--- config.mk ---
export PLATFORM = sky130hd
export DESIGN_NAME = rr_lane_arbiter
export DESIGN_NICKNAME = d
export VERILOG_FILES = /design/src/rtl/rr_pick.sv /design/src/rtl/rr_lane_arbiter.sv
export SDC_FILE = /design/constraint.sdc
export NUM_CORES = 1
export LEC_CHECK = 0
export CAP_MARGIN = 0
export CORE_MARGIN = 2
export CORE_UTILIZATION = 45
export CTS_CLUSTER_DIAMETER = 200
export DETAILED_ROUTE_END_ITERATION = 6
export PLACE_DENSITY = 0.85
export SYNTH_ARGS = -nofsm -noshare
export SYNTH_HDL_FRONTEND = slang
export SYNTH_SLANG_ARGS = --single-unit
--- constraint.sdc ---
create_clock -name clk -period 4.3 [get_ports clk]
set_input_delay 0.43 -clock clk [delete_from_list [all_inputs] [get_ports clk]]
set_output_delay 0.43 -clock clk [all_outputs]
set_load 0.01 [all_outputs]
--- src/rtl/rr_pick.sv ---
// rr_pick: combinational grant decision for the two-requester lane.
// Chooses the next lane owner and whether a new tenure begins.
module rr_pick #(
  parameter int BURST = 4
) (
  input  logic [1:0] state,
  input  logic [3:0] cnt,
  input  logic       last2,
  input  logic       free,
  input  logic       req1,
  input  logic       req2,
  output logic       gnt1,
  output logic       gnt2,
  output logic [1:0] nxt_state,
  output logic       restart
);

  localparam logic [1:0] IDLE = 2'd0;
  localparam logic [1:0] OWN1 = 2'd1;
  localparam logic [1:0] OWN2 = 2'd2;
  localparam logic [3:0] CAP  = 4'(BURST);

  logic at_cap;

  assign at_cap = (cnt == CAP);

  // grant selection and next tenure state
  always_comb begin
    gnt1      = 1'b0;
    gnt2      = 1'b0;
    nxt_state = state;
    restart   = 1'b0;
    if (free) begin
      case (state)
        IDLE: begin
          restart = 1'b1;
          if (last2) begin
            if (req1) begin
              gnt1      = 1'b1;
              nxt_state = OWN1;
            end else if (req2) begin
              gnt2      = 1'b1;
              nxt_state = OWN2;
            end
          end else begin
            if (req2) begin
              gnt2      = 1'b1;
              nxt_state = OWN2;
            end else if (req1) begin
              gnt1      = 1'b1;
              nxt_state = OWN1;
            end
          end
        end
        OWN1: begin
          if (req1 && !(at_cap && req2)) begin
            gnt1    = 1'b1;
            restart = at_cap;
          end else if (req2) begin
            gnt2      = 1'b1;
            nxt_state = OWN2;
            restart   = 1'b1;
          end else begin
            nxt_state = IDLE;
          end
        end
        OWN2: begin
          if (req2 && !(at_cap && req1)) begin
            gnt2    = 1'b1;
            restart = at_cap;
          end else if (req1) begin
            gnt1      = 1'b1;
            nxt_state = OWN1;
            restart   = 1'b1;
          end else begin
            nxt_state = IDLE;
          end
        end
        default: begin
          nxt_state = IDLE;
        end
      endcase
    end
  end

endmodule

--- src/rtl/rr_lane_arbiter.sv ---
// rr_lane_arbiter: two requesters share one registered output lane.
// Round-robin tenures of up to BURST words when both are waiting.
module rr_lane_arbiter #(
  parameter int WIDTH1    = 2,
  parameter int WIDTH2    = 4,
  parameter int OUT_WIDTH = 4,
  parameter int BURST     = 4
) (
  input  logic                 clk,
  input  logic                 reset,
  input  logic                 req1,
  input  logic [WIDTH1-1:0]    data1,
  input  logic                 req2,
  input  logic [WIDTH2-1:0]    data2,
  input  logic                 out_ready,
  output logic                 gnt1,
  output logic                 gnt2,
  output logic                 out_valid,
  output logic [OUT_WIDTH-1:0] out_data,
  output logic                 out_src
);

  localparam logic [1:0] IDLE = 2'd0;

  logic [1:0] state;
  logic [1:0] nxt_state;
  logic [3:0] cnt;
  logic       last2;
  logic       free;
  logic       p_gnt1;
  logic       p_gnt2;
  logic       restart;

  assign free = !out_valid || out_ready;

  rr_pick #(
    .BURST(BURST)
  ) u_pick (
    .state    (state),
    .cnt      (cnt),
    .last2    (last2),
    .free     (free),
    .req1     (req1),
    .req2     (req2),
    .gnt1     (p_gnt1),
    .gnt2     (p_gnt2),
    .nxt_state(nxt_state),
    .restart  (restart)
  );

  assign gnt1 = p_gnt1 && !reset;
  assign gnt2 = p_gnt2 && !reset;

  // tenure state, grant counter and last owner; frozen while stalled
  always_ff @(posedge clk) begin
    if (reset) begin
      state <= IDLE;
      cnt   <= 4'd0;
      last2 <= 1'b1;
    end else if (free) begin
      state <= nxt_state;
      if (nxt_state == IDLE) begin
        cnt <= 4'd0;
      end else if (restart) begin
        cnt <= 4'd1;
      end else begin
        cnt <= cnt + 4'd1;
      end
      if (gnt1) begin
        last2 <= 1'b0;
      end else if (gnt2) begin
        last2 <= 1'b1;
      end
    end
  end

  // output lane register: load on grant, drain when free and idle
  always_ff @(posedge clk) begin
    if (reset) begin
      out_valid <= 1'b0;
      out_data  <= '0;
      out_src   <= 1'b0;
    end else if (gnt1) begin
      out_valid <= 1'b1;
      out_data  <= OUT_WIDTH'(data1);
      out_src   <= 1'b0;
    end else if (gnt2) begin
      out_valid <= 1'b1;
      out_data  <= OUT_WIDTH'(data2);
      out_src   <= 1'b1;
    end else if (free) begin
      out_valid <= 1'b0;
    end
  end

endmodule

# Word-level counts from Yosys, hierarchy flattened
# Index checks and enable logic that the tools add are counted.
# W data, S select, Z words.
# word_totals
word_cells	66
reg_bits	13
input_bits	11
# classes
n_addsub	1
reduce_logical	17
n_eq_ne	3
muxes	38
# ops
cell	n
$mux W2	11
$mux W1	21
$pmux W1 S3	3
$mux W4	2
$logic_and A1 B1 Y1	6
$pmux W2 S3	1
$add A4 B1 Y4 const B	1
$eq A4 B3 Y1 const B	1
$logic_not A1 Y1	4
$logic_not A2 Y1	2
$reduce_bool A3 Y1	1
$eq A2 B1 Y1 const B	1
$eq A2 B2 Y1 const B	1
$reduce_and A2 Y1	1
$reduce_bool A2 Y1	1
$reduce_or A2 Y1	1
$logic_or A1 B1 Y1	1

# Depth between registers and ports, before layout
# Gate-level depths: netlist of the first run.
# logic_depth
word_depth	10
mapped_depth	8
ltp_nobuf	7

# Cells and area by module
# A second synthesis of the first run with hierarchy kept.
# unflattened
cells_unflattened	94
hier_area_um2	812.0
# by_module_without_submodules
module	cells_each	area_per_inst_um2	seq_area_each_um2	n_inst
rr_lane_arbiter	62	566.8	260.2	1
rr_pick	32	245.2	0.0	1

# Worst setup path after synthesis of the first run
# No wires, ideal clock.
# synth_timing
path_type	reg-to-output
start	register cnt[0]
end	output port gnt2
path_stages_with_launch	8
slack_ps	2319
arrival_ps	1551
cell_sequence	dfxtp_1 -> inv_1 -> ha_1 -> nand3b_4 -> o22ai_1 -> a211oi_2 -> buf_6 -> nor2b_1
# synth_via
elab_chain_len	8
# synth_lines
item	line	text
start, declared	rr_lane_arbiter.sv:27	logic [3:0] cnt;
start signal, assigned	rr_lane_arbiter.sv:67	cnt <= cnt + 4'd1;
$eq A4 B3 Y1 (*)	rr_pick.sv:25	assign at_cap = (cnt == CAP);
$logic_and A1 B1 Y1, on equally long branches	rr_pick.sv:68, rr_pick.sv:56	
$logic_not A1 Y1, on equally long branches	rr_pick.sv:68, rr_pick.sv:56	
$logic_and A1 B1 Y1, on equally long branches	rr_pick.sv:68, rr_pick.sv:56	
$mux W1, on equally long branches	rr_pick.sv:68, rr_pick.sv:56	
$pmux W1 S3 (*)	rr_pick.sv:34	case (state)
$mux W1 (*)	rr_pick.sv:33	if (free) begin
$logic_and A1 B1 Y1 (*)	rr_lane_arbiter.sv:52	assign gnt2 = p_gnt2 && !reset;
end, declared	rr_lane_arbiter.sv:17	output logic gnt2,
# Mark *: on every way between the ends. The rest lies on a longest branch, timed or not.

# Worst setup path in the final report of the first run
# layout_timing
start	input port out_ready
end	output port gnt2
# layout_via
elab_chain_len	3
# layout_lines
item	line	text
start, declared	rr_lane_arbiter.sv:15	input logic out_ready,
$logic_or A1 B1 Y1	rr_lane_arbiter.sv:34	assign free = !out_valid || out_ready;
$mux W1	rr_pick.sv:33	
$logic_and A1 B1 Y1	rr_lane_arbiter.sv:52	
# Every way passes these cells.

==> results of run 1 <==
[placed cells by master, fill, tap and decap left out, drive strengths merged, types with 4 or more instances in the layout]
cell type,synthesis,final
nor3,4,4
a211oi,4,4
nand2,4,4
dfxtp,13,13
inv,4,4
a21oi,4,4
clkbuf,1,4
clkdlybuf4s50,0,18
nor2,6,6
[flip-flops by register name, indices dropped and copies added, names as in the netlist]
register	count
out_src	1
out_valid	1
out_data	4
cnt	4
last2	1
state	2
[power by group through the flow]
stage | combinational, uW | sequential [uW] | clock, uW
after floorplan | 45.8 | 141 | 0
after global placement | 76.3 | 140 | 0
after detailed placement | 78.4 | 140 | 0
after CTS | 79.1 | 138 | 79.0
after global routing | 86.0 | 139 | 81.4
final | 78.3 | 138 | 76.0
[layer usage]
metal | up-vias | global-route usage [%] | routed length (um)
met3 | 4 | 5.53 | 76
met4 | 0 | 10.9 | 31
met1 | 293 | 21.4 | 650
li1 | 311 | - | -
met2 | 19 | 29.9 | 682
met5 | - | 0 | 0
[worst max-delay path by stage]
stage,start,endpoint,slack [ns],cells past startpoint
2_1_floorplan,cnt[0],gnt2,2.32,7
3_3_place_gp,out_ready,gnt2,1.55,7
3_5_place_dp,out_ready,gnt2,1.54,7
4_1_cts,cnt[0],gnt2,1.51,8
5_1_grt,out_ready,gnt1,1.37,6
6_report,out_ready,gnt2,1.54,7
[stage by stage]
stage / utilization [%] / total power, uW / setup WS [ns] / area (um^2) / instances
3_3_place_gp: 60.0 / 217 / 1.55 / 883 / 106
5_1_grt: 61.8 / 307 / 1.37 / 910 / 110
6_report: 61.8 / 292 / 1.54 / 910 / 110
3_5_place_dp: 60.0 / 219 / 1.54 / 883 / 106
2_1_floorplan: - / 187 / 2.32 / 691 / 73
4_1_cts: 61.8 / 296 / 1.51 / 910 / 110
[worst min-delay path, cell delays in order (launching register included)]
cell	delay (ns)
dfxtp_1	0.35
nand2_1	0.06
a21oi_1	0.05
[synth_stat cells, drive strengths merged (2+ instances only)]
master  number
a211oi       4
xor2         2
nor2         6
nand2        4
o22ai        2
o21ai        2
a21oi        4
mux2i        3
nand3        2
nor3         4
inv          4
nand2b       3
nor2b        2
ha           2
dfxtp       13
[final cells by class]
class                           count  area (um^2)
Clock buffer                        4         26.3
Tap cell                           16         20.0
Timing Repair Buffer               19          188
Inverter                            4         15.0
Sequential cell                    13          260
Multi-Input combinational cell     54          400
Fill cell                         136          562
[kinds of logic after synthesis]
family / synth area share (%)
AND/OR/NAND/NOR: 22.6
adder cells (fa/ha/maj): 3.62
AO/OA/AOI/OAI: 24.8
XOR/XNOR: 2.54
buffers and inverters: 4.35
multiplexers: 4.35
flip-flops: 37.7
==> results.cfg, run 1 <==
[synth]
syn_area_um2 = 691
synth_seq_cells = 13
async_reset_ff_share_pct = 0
syn_area_per_cell_um2 = 9.46
ys_seq_area_share_pct = 37.7
synthDistinctLibCells = 34
synth_top_area_share_pct = 37.7
syn-num-nets = 86
synth-warning-count = 0
syn-instance-count = 73
synth_ff_type = dfxtp_1
synth_edf_count = 0
netlist_top_cells_area = dfxtp_1 38%, mux2i_1 4.3%, a211oi_2 3.6%
yosysTopAreaCell = dfxtp_1

[final_layout]
drive_gt1_share_pct = 12.8
nNetsFinal = 108
insertedDiodeCount = 0
area_delta_synth_final_pct = 31.7

[clock_tree]
worstSkewPairLatency_ns = 0.27
clockRootBuffer = clkbuf_4
cts_tree = yes
postCtsSetupBuffers = 0
htree_levels = 1
cts_buffers = 3
cts.clk_slew.worst_paths_ns = 0.08
postCtsHoldBufs = 0
cts_buffer_depth = 2
ctsResizeCount = 0
cts.sinks = 13

[global_route]
antenna_found_initial = 0
grt_overflow = 0
grt_pass1_wl_um = 2540
grt_max_degree = 17
grtUsageTotal_pct = 18.5
grt_pass1_vias = 600

[setup_path]
crit_path_top_delay_cell = clkdlybuf4s50_1
cp_data_arrival_time_ns = 2.33
cp_max_fo = 12
cpLargestDelayFamily = buffers and inverters
worst_setup_path_start_kind = primary input
critPathCaptureType = primary output
rrSetupSlack_ns = 2.27
critical_path_required_ns = 3.87
critical_path_class = in -> out
worst-path-buf-inv = 3
rr_startpoint = cnt[0]
reg2reg_depth = 7
critical_path.most_common_cell = clkdlybuf4s50_1
r2r_end = cnt[2]
slowest_delay_ns = 0.55
path_cells = clkdlybuf4s50_1, nand2b_1, nand3_1, a211oi_2, buf_4, nor2b_1, clkdlybuf4s50_1

[floorplanning]
pin_count = 19
coreArea_um2 = 1470
num_rows = 14
die_h_um = 43.2
dieArea_um2 = 1860
start_util_pct = 46.9
die_width_um = 43.2

[worst_hold_path]
hp-start = cnt[0]
hp-class = reg -> reg
hold_depth = 2
min_to = cnt[0]

[detailed_routing]
firstDrtPassIters = 4
route.detailed.drc = 0
drtIter0Drc = 15
routedWlPerCell_um = 13.1
drt_wl_total_um = 1440
antenna_left = 0
via_per_inst = 5.70
via_count = 627

[sta]
finalHoldViolations = 0
final.setup_skew_ns = 0.00229
slew_headroom_pct = 54.4
max_freq_mhz = 362
worst_pin_slew_ns = 0.685
setup_viol = 0
hold_ws_ns = 0.507
min_period_ns = 2.76
slew_viol_final = 0
setup_tns_ns = 0
rsz0062_at_grt = no
post-route-period-util_pct = 64.3

[power_and_ir_drop]
power_density_nw_per_um2 = 321
pwr-share-clk_pct = 26.0
power_frac_seq_pct = 47.2
p_sw_uw = 85.1
netSwitchingFraction_pct = 29.1
p_int_uw = 207
pwr-share-comb_pct = 26.8
ir_worst_vdd_v = 0.000207
power.leakage_uw = 0.000336

[place]
dpl.hpwl_um = 1020
place.gp.congestion = 0.768
port_buffers = 18

[flow_run]
maxCapViolCount = 0

[run_status]
status = finished, final reports clean
(Power assumes the default switching activity.)
==> run 2: changes to the inputs <==
==> constraint.sdc (replaced) <==
create_clock -name clk -period 2.6 [get_ports clk]
set_input_delay 0.26 -clock clk [delete_from_list [all_inputs] [get_ports clk]]
set_output_delay 0.26 -clock clk [all_outputs]
set_load 0.01 [all_outputs]
==> run 2 against run 1 <==
Compared with the run above: non-clock buffer count increased by 3; highest routed layer is now met3; global-route usage is 1.1 points lower; clock power grew 63%; largest cell class unchanged; sequential share of layout area down 0.59 points; die area stayed put; critical path type is now reg -> out; utilization increased by 1.6 points; total power increased by 67%.
==> results.cfg, run 2 (synthesis gave the netlist of run 1 again) <==
[run_status]
status = finished, final reports clean

[sta]
finalHoldViolations = 0
rsz0062_at_grt = no
setup_viol = 0
worst_pin_slew_ns = 0.352
min_period_ns = 2.44
max_freq_mhz = 410
hold_ws_ns = 0.492
slew_viol_final = 0
slew_headroom_pct = 76.3
post-route-period-util_pct = 93.8
final.setup_skew_ns = 0.00264
fin_ws_ns = 0.162
setup_tns_ns = 0

[clock_tree]
cts.clk_slew.worst_paths_ns = 0.08
cts_buffers = 3
clockRootBuffer = clkbuf_4
postCtsHoldBufs = 0
htree_levels = 1
cts_buffer_depth = 2
cts.sinks = 13
worstSkewPairLatency_ns = 0.27
cts_tree = yes

[detailed_routing]
drt_wl_total_um = 1440
antenna_left = 0
wl_met1_um = 683
drtIter0Drc = 12
via_count = 620
wl_met2_um = 690
route.detailed.drc = 0
top_layer = met3
via_per_inst = 5.49
firstDrtPassIters = 4
routedWlPerCell_um = 12.8
dr_wl_met3_um = 70

[place]
dpl.hpwl_um = 1080
detailed_place.area_um2 = 898
place.gp.congestion = 0.752
pre_cts_ws_ns = 0.190
port_buffers = 18

[setup_path]
worst-path-buf-inv = 2
path_cells = inv_1, ha_1, nand3b_4, o22ai_2, a221o_1, nor2_1, clkdlybuf4s50_1
rr_startpoint = cnt[1]
worst_setup_path_start_kind = flop
critPathCaptureType = primary output
startpoint = cnt[1]
cp_data_arrival_time_ns = 2.18
crit_path_top_delay_cell = clkdlybuf4s50_1
cpLargestDelayFamily = buffers and inverters
critical_path_class = reg -> out
cp_max_fo = 7
slowest_delay_ns = 0.54
critical_path_required_ns = 2.34

[final_layout]
top_regs = cnt x4, out_data x4, state x2
nNetsFinal = 111
final_common_cell = clkdlybuf4s50_1
nFillCells = 138
drive_gt1_share_pct = 16.5
multiInputGateArea_um2 = 400
regArea_um2 = 262
insertedDiodeCount = 0
final_util_pct = 63.4
final_area_um2 = 933
area_delta_synth_final_pct = 35.1
final_cell_mix = 18 x clkdlybuf4s50_1, 12 x dfxtp_1, 6 x nor2_1

[global_route]
antenna_found_initial = 0
grt_pass1_vias = 588
grt_overflow = 0
grt_pass1_wl_um = 2450
grtUsageTotal_pct = 17.4
grt_max_degree = 12

[power_and_ir_drop]
power_density_nw_per_um2 = 524
ir_worst_vdd_v = 0.000348
power.leakage_uw = 0.000351

[worst_hold_path]
hp-class = reg -> reg
hp-start = cnt[0]

[floorplanning]
die_h_um = 43.2
start_util_pct = 46.9
coreArea_um2 = 1470
die_width_um = 43.2
dieArea_um2 = 1860
pin_count = 19
num_rows = 14

[flow_run]
maxCapViolCount = 0
[run 2: worst paths after layout]
check | depth (start not counted) | to | slack, ns
setup / recovery | 7 | gnt1 | 0.16
hold / removal | 2 | cnt[0] | 0.49
setup reg to reg | 8 | out_data[0] | 0.75
hold reg to reg | 2 | cnt[0] | 0.49
[run 2: cell type report]
cell class / instances / area share (%)
timing repair buffer: 22 / 22.5
inverter: 4 / 1.61
clock buffer: 4 / 2.82
sequential: 13 / 28.0
multi-input combinational: 54 / 42.9
tap: 16 / 2.14
[run 2: repair_timing]
item	4_1_cts	5_1_grt
setup endpoints to repair	0	1
gates resized for setup	0	1
setup buffers	0	1
[run 2: tightest hold or removal path: stages, from the launching register on]
cell	delay [ns]
dfxtp_2	0.35
nand2_1	0.06
a21oi_1	0.05
[run 2: metal layers]
metal	vias to the layer above	GRT usage, %
li1	316	-
met1	289	24.0
met2	15	26.3
met3	0	4.68
met4	0	5.45
met5	-	0
[run 2: power breakdown]
group          switching, uW  leakage, uW  internal, uW
combinational           62.4     0.000229          73.5
sequential              14.0     0.000107           215
clock                   64.5    0.0000150          59.3
[run 2: through the flow]
step	cells	total power [uW]
floorplan	73	310
global placement	108	362
detailed placement	108	366
CTS	112	490
global route	113	514
finish	113	489
